**src/rtl/pwm_capture_if.sv**
```systemverilog
// pwm_capture_if: Avalon-MM register bus between a host (master) and the PWM capture slave
interface pwm_capture_if;
  logic [1:0]  address;
  logic        chipselect;
  logic        read;
  logic        write;
  logic [31:0] writedata;
  logic [31:0] readdata;
  modport master (output address, chipselect, read, write, writedata, input readdata);
  modport slave  (input address, chipselect, read, write, writedata, output readdata);
endinterface

```
**src/rtl/pwm_capture.sv**
```systemverilog
// pwm_capture: measures PWM period/high time and floored duty percent; define PWM_CAPTURE_IRQ_EN for the irq output
module pwm_capture #(
  parameter logic [31:0] TIMEOUT_CYCLES = 32'd5_000_000
) (
  input  logic         clk,
  input  logic         reset_n,
  pwm_capture_if.slave bus,
  input  logic         pwm_in,
  output logic         irq
);
  typedef enum logic [1:0] {IDLE, ARM, MEASURE, DIVIDE} state_t;
  state_t      state_q;
  logic        s1_q, s2_q, prev_q;
  logic        en_q, new_q, timeout_q, valid_q, irq_en_q;
  logic [31:0] per_cnt_q, high_cnt_q, period_q, high_q, rdata_q, rd_mux;
  logic [31:0] per_inc, high_inc, rem_q;
  logic [7:0]  duty_q, quo_q;
  logic [38:0] dvd_q;
  logic [32:0] rem_sh, diff;
  logic [5:0]  iter_q;
  logic        rise, wr_ctrl, en_d, unused_wdata;
  assign rise         = s2_q & ~prev_q;
  assign wr_ctrl      = bus.chipselect & bus.write & (bus.address == 2'd3);
  assign en_d         = wr_ctrl ? bus.writedata[0] : en_q;
  assign per_inc      = &per_cnt_q ? per_cnt_q : per_cnt_q + 32'd1;
  assign high_inc     = (s2_q && !(&high_cnt_q)) ? high_cnt_q + 32'd1 : high_cnt_q;
  assign rem_sh       = {rem_q, dvd_q[38]};
  assign diff         = rem_sh - {1'b0, period_q};
  assign unused_wdata = ^bus.writedata[31:2];
  assign rd_mux = bus.address == 2'd0 ? {valid_q, 23'd0, duty_q} :
                  bus.address == 2'd1 ? period_q :
                  bus.address == 2'd2 ? high_q :
                  {28'd0, irq_en_q, timeout_q, new_q, en_q};
  assign bus.readdata = rdata_q;
  // synchronizer, control register, measurement FSM and restoring divider (diff[32] set means remainder < divisor)
  always_ff @(posedge clk or negedge reset_n)
    if (!reset_n) begin
      state_q    <= IDLE;
      s1_q       <= 1'b0;
      s2_q       <= 1'b0;
      prev_q     <= 1'b0;
      en_q       <= 1'b0;
      new_q      <= 1'b0;
      timeout_q  <= 1'b0;
      valid_q    <= 1'b0;
      per_cnt_q  <= '0;
      high_cnt_q <= '0;
      period_q   <= '0;
      high_q     <= '0;
      duty_q     <= '0;
      quo_q      <= '0;
      dvd_q      <= '0;
      rem_q      <= '0;
      iter_q     <= '0;
    end else begin
      s1_q   <= pwm_in;
      s2_q   <= s1_q;
      prev_q <= s2_q;
      en_q   <= en_d;
      if (wr_ctrl && bus.writedata[1]) new_q <= 1'b0;
      if (!en_d) begin
        state_q    <= IDLE;
        per_cnt_q  <= '0;
        high_cnt_q <= '0;
      end else case (state_q)
        IDLE: state_q <= ARM;
        ARM: if (rise) begin
          per_cnt_q  <= 32'd1;
          high_cnt_q <= 32'd1;
          state_q    <= MEASURE;
        end
        MEASURE: if (rise) begin
          period_q   <= per_cnt_q;
          high_q     <= high_cnt_q;
          dvd_q      <= {7'd0, high_cnt_q} * 39'd100;
          rem_q      <= '0;
          iter_q     <= '0;
          per_cnt_q  <= 32'd1;
          high_cnt_q <= 32'd1;
          state_q    <= DIVIDE;
        end else if (per_cnt_q == TIMEOUT_CYCLES) begin
          timeout_q <= 1'b1;
          new_q     <= 1'b1;
          duty_q    <= s2_q ? 8'd100 : 8'd0;
          valid_q   <= 1'b1;
          period_q  <= '0;
          high_q    <= '0;
          state_q   <= ARM;
        end else begin
          per_cnt_q  <= per_inc;
          high_cnt_q <= high_inc;
        end
        DIVIDE: begin
          per_cnt_q  <= rise ? 32'd1 : per_inc;
          high_cnt_q <= rise ? 32'd1 : high_inc;
          if (iter_q == 6'd39) begin
            duty_q    <= quo_q;
            valid_q   <= 1'b1;
            new_q     <= 1'b1;
            timeout_q <= 1'b0;
            state_q   <= MEASURE;
          end else begin
            rem_q  <= diff[32] ? rem_sh[31:0] : diff[31:0];
            quo_q  <= {quo_q[6:0], ~diff[32]};
            dvd_q  <= {dvd_q[37:0], 1'b0};
            iter_q <= iter_q + 6'd1;
          end
        end
        default: state_q <= IDLE;
      endcase
    end
  // registered read data, zero whenever no qualified read
  always_ff @(posedge clk or negedge reset_n)
    if (!reset_n) rdata_q <= '0;
    else rdata_q <= (bus.chipselect & bus.read) ? rd_mux : 32'd0;
`ifdef PWM_CAPTURE_IRQ_EN
  logic irq_q;
  assign irq = irq_q;
  // interrupt enable bit and level interrupt, one cycle behind NEW
  always_ff @(posedge clk or negedge reset_n)
    if (!reset_n) begin
      irq_en_q <= 1'b0;
      irq_q    <= 1'b0;
    end else begin
      if (wr_ctrl) irq_en_q <= bus.writedata[3];
      irq_q <= new_q & irq_en_q;
    end
`else
  assign irq_en_q = 1'b0;
  assign irq      = 1'b0;
`endif
endmodule

```
**src/flat_wrapper.sv**
```systemverilog
// flat-port wrapper written by rule: the top's interface ports become plain ports
module pwm_capture_flat 
#(
  parameter logic [31:0] TIMEOUT_CYCLES = 32'd5_000_000
)
  (clk, reset_n, pwm_in, irq, bus_address, bus_chipselect, bus_read, bus_write, bus_writedata, bus_readdata);
  pwm_capture_if bus_i ();
  input  logic clk;
  input  logic reset_n;
  input  logic pwm_in;
  output logic irq;
  input wire logic [$bits(bus_i.address)-1:0] bus_address;
  input wire logic [$bits(bus_i.chipselect)-1:0] bus_chipselect;
  input wire logic [$bits(bus_i.read)-1:0] bus_read;
  input wire logic [$bits(bus_i.write)-1:0] bus_write;
  input wire logic [$bits(bus_i.writedata)-1:0] bus_writedata;
  output wire logic [$bits(bus_i.readdata)-1:0] bus_readdata;
  assign bus_i.address = bus_address;
  assign bus_i.chipselect = bus_chipselect;
  assign bus_i.read = bus_read;
  assign bus_i.write = bus_write;
  assign bus_i.writedata = bus_writedata;
  assign bus_readdata = bus_i.readdata;
  pwm_capture #(.TIMEOUT_CYCLES(TIMEOUT_CYCLES)) u_core (.clk(clk), .reset_n(reset_n), .bus(bus_i), .pwm_in(pwm_in), .irq(irq));
endmodule
```
**config.mk**
```make
export PLATFORM = sky130hd
export DESIGN_NAME = pwm_capture_flat
export DESIGN_NICKNAME = d
export VERILOG_FILES = /design/src/rtl/pwm_capture_if.sv /design/src/rtl/pwm_capture.sv /design/src/flat_wrapper.sv
export SDC_FILE = /design/constraint.sdc
export NUM_CORES = 1
export LEC_CHECK = 0
export BUFFER_PORTS_ARGS = -buffer_cell sky130_fd_sc_hd__buf_2
export CAP_MARGIN = 10
export CORE_MARGIN = 4
export CORE_UTILIZATION = 55
export CTS_CLUSTER_SIZE = 40
export DETAILED_ROUTE_END_ITERATION = 6
export HOLD_SLACK_MARGIN = 0.06
export PLACE_DENSITY = 0.83
export SLEW_MARGIN = 15
export SYNTH_ARGS = -nofsm -noshare
export SYNTH_HDL_FRONTEND = slang
export SYNTH_SLANG_ARGS = --single-unit
```
**constraint.sdc**
```tcl
create_clock -name clk -period 6.5 [get_ports clk]
set_input_delay 0.325 -clock clk [delete_from_list [all_inputs] [get_ports clk]]
set_output_delay 0.325 -clock clk [all_outputs]
set_load 0.02 [all_outputs]
```
==> flow_summary.toml <==
[timing]
finalCritPeriodShare_pct = 70.0
period_needed_ns = 4.55
skew_ns = 0.0204
hold_viol = 0
worst_pin_slew_ns = 1.18
finalSetupViolations = 0
slew_headroom_pct = 20.8
report.final.slew_viol_count = 0
rsz0062_at_grt = "no"
whs_ns = 0.103
fmax_mhz = 220
setup_tns_ns = 0

[final_layout]
fill_cells = 2348
drive_above_1_share_pct = 7.08
layout_common_cells = "dfrtp_1 (260), inv_1 (178), nand2_1 (170), nor2_1 (163), ha_1 (136)"
final_common_cell = "dfrtp_1"
fin_cells = 2207
fin_nets = 2006
stdcell_area_um2 = 17900
antenna_cells = 0
area_delta_synth_final_pct = 9.28

[grt]
grt_usage_pct = 23.0
antenna_found_initial = 0
grt_start_max_net_pins = 142
grt.overflow.total = 0
grtUsageMet2_pct = 39.5
use_met3_pct = 2.94
grt_pass1_vias = 12900
grt_pass1_wl_mm = 63.8
top_usage_layer = "met2"
gr-usage-met1_pct = 30.5

[logic_synthesis]
yosysUniqueCellTypes = 77
syn_avg_cell_area_um2 = 9.19
synth_warnings = 0
syn_nets = 1989
synth_flop_cell = "dfrtp_1"
netlist_instances = 1785
async_flop_share_pct = 100
synth_edf_count = 0
ys_ff_latch = 260
yosysSeqAreaShare_pct = 39.7
synth_area_um2 = 16400

[placed_design]
dp.cells = 2154
place.gp.congestion = 0.915
portBuffers = 41
dp_hpwl_mm = 27.9
placed_cell_area_um2 = 17000

[critical_path]
r2r_start = "u_core.high_cnt_q[6]$_DFFE_PN0P_"
worst-setup-path-type = "flop to flop"
startpoint = "u_core.high_cnt_q[6]$_DFFE_PN0P_"
endpoint_kind = "flop"
regToRegSetupSlack_ns = 1.95
cp-start-kind = "flop"
worstPathArrival_ns = 4.93
crit_fanout = 6
cp.required_ns = 6.88

[outcome]
status = "complete, no violations"

[clock_tree]
cts_tree = "built"
cts.sinks = 260
cts.path.max_buffers = 3
htreeDepth = 1
post_cts_buffers = 0
root_buffer = "clkbuf_16"
clkTransAtPathRegs_ns = 0.06
numCtsBuffers = 28
insertion_delay_ns = 0.55
cts_resized = 0
ctsHoldBuffers = 2

[floorplanning]
fp.dieH_um = 181
coreArea_um2 = 29100
die_w_um = 181
start_util_pct = 56.4
dieArea_um2 = 32700
rows = 62
top_level_ports = 73

[route]
vias_per_cell = 5.91
drt-wirelength-per-cell_um = 17.2
postRouteAntennaNets = 0
vias = 13000
drt_pre_antenna_iters = 5
drtIter0Drc = 835
drt-total-wl_mm = 38.1
drc_errors = 0

[power_and_ir_drop]
p_per_area_nw_per_um2 = 312
power_mw = 5.59
leakage_nw = 8.79
ir_worst_vdd_mv = 0.261

[worst_hold_path]
hp-class = "primary input to flop"
min_from = "bus_writedata[1]"

[job]
drv_cap = 0
-- cells by family (layout without fill, tap and decap cells) --
| kind of cell | count (synthesis) | count (layout) | synth area share, % |
|---|---|---|---|
| xor+xnor | 102 | 102 | 5.45 |
| flops | 260 | 260 | 39.7 |
| mux | 30 | 30 | 2.11 |
| other cells | 1 | 1 | 0.0229 |
| simple gates | 521 | 521 | 14.7 |
| compound gates | 457 | 457 | 18.5 |
| fa+ha+maj | 164 | 164 | 13.8 |
| buf+inv | 250 | 288 | 5.83 |
-- metrics by stage --
stage	utilization, %	setup WS, ns
floorplan	-	2.71
global placement	58.3	2.11
detailed placement	58.3	2.05
CTS	61.6	2.03
global route	61.6	1.77
finish	61.6	1.95
-- critical path: stages (launching register included) --
cell	delay, ns
dfrtp_1	0.48
ha_1	0.34
ha_1	0.28
inv_1	0.05
fa_1	0.50
inv_1	0.04
ha_1	0.36
a211o_1	0.30
o21bai_1	0.20
a311oi_1	0.40
o22ai_1	0.27
o311ai_1	0.43
nand4b_1	0.18
a21o_1	0.21
nand3b_1	0.17
o221ai_1	0.16
-- cell type report --
type / count / area [um2] / area share, %
Clock buffer: 35 / 768 / 4.29
Clock inverter: 16 / 165 / 0.921
Inverter: 179 / 672 / 3.75
Multi-Input combinational cell: 1275 / 8980 / 50.1
Sequential cell: 260 / 6510 / 36.3
Tap cell: 384 / 480 / 2.68
Timing Repair Buffer: 58 / 348 / 1.94
-- report_power, final --
part	internal, mW	leakage (nW)	switching, mW
clock	0.927	0.449	0.663
sequential	1.73	3.59	0.101
combinational	0.902	4.75	1.27
total	3.55	8.79	2.04
-- worst paths after layout --
| kind | endpoint | cells past startpoint |
|---|---|---|
| worst max-delay path | u_core.dvd_q[38]$_DFFE_PN0P_ | 15 |
| worst min-delay path | u_core.new_q$_DFF_PN0_ | 4 |
| worst max register to register | u_core.dvd_q[38]$_DFFE_PN0P_ | 15 |
| worst min register to register | u_core.s2_q$_DFF_PN0_ | 0 |
| max in group asynchronous | u_core.period_q[26]$_DFFE_PN0P_ | 3 |
| min in group asynchronous | u_core.iter_q[2]$_DFFE_PN0P_ | 2 |
-- flip-flops by register name, indices dropped and copies added, names as in the netlist, 2 cells and up --
register	flops
u_core.period_q	32
u_core.duty_q	8
u_core.quo_q	8
u_core.iter_q	6
u_core.high_cnt_q	32
u_core.per_cnt_q	32
u_core.dvd_q	37
u_core.rem_q	32
u_core.bus.readdata	32
u_core.high_q	32
u_core.state_q	2
-- cells in the mapped netlist, drive strengths merged (28+ instances only) --
master	instances	area share (%)
nor2	164	3.8
o21ai	105	3.2
xor2	42	2.2
a21oi	114	3.5
nand3	37	1.1
inv	179	4.1
nand2	170	3.9
dfrtp	260	40
xnor2	60	3.2
fa	28	3.4
clkbuf	56	1.3
a21o	38	1.7
ha	136	10
a22o	73	3.9
-- metal layers --
| layer | part of all wire, % | vias up |
|---|---|---|
| li1 | - | 6267 |
| met1 | 43 | 6343 |
| met3 | 4.9 | 85 |
| met2 | 49 | 349 |
| met4 | 3.2 | 0 |
| met5 | 0 | - |
Note: power is estimated with default switching activity, not from simulation.
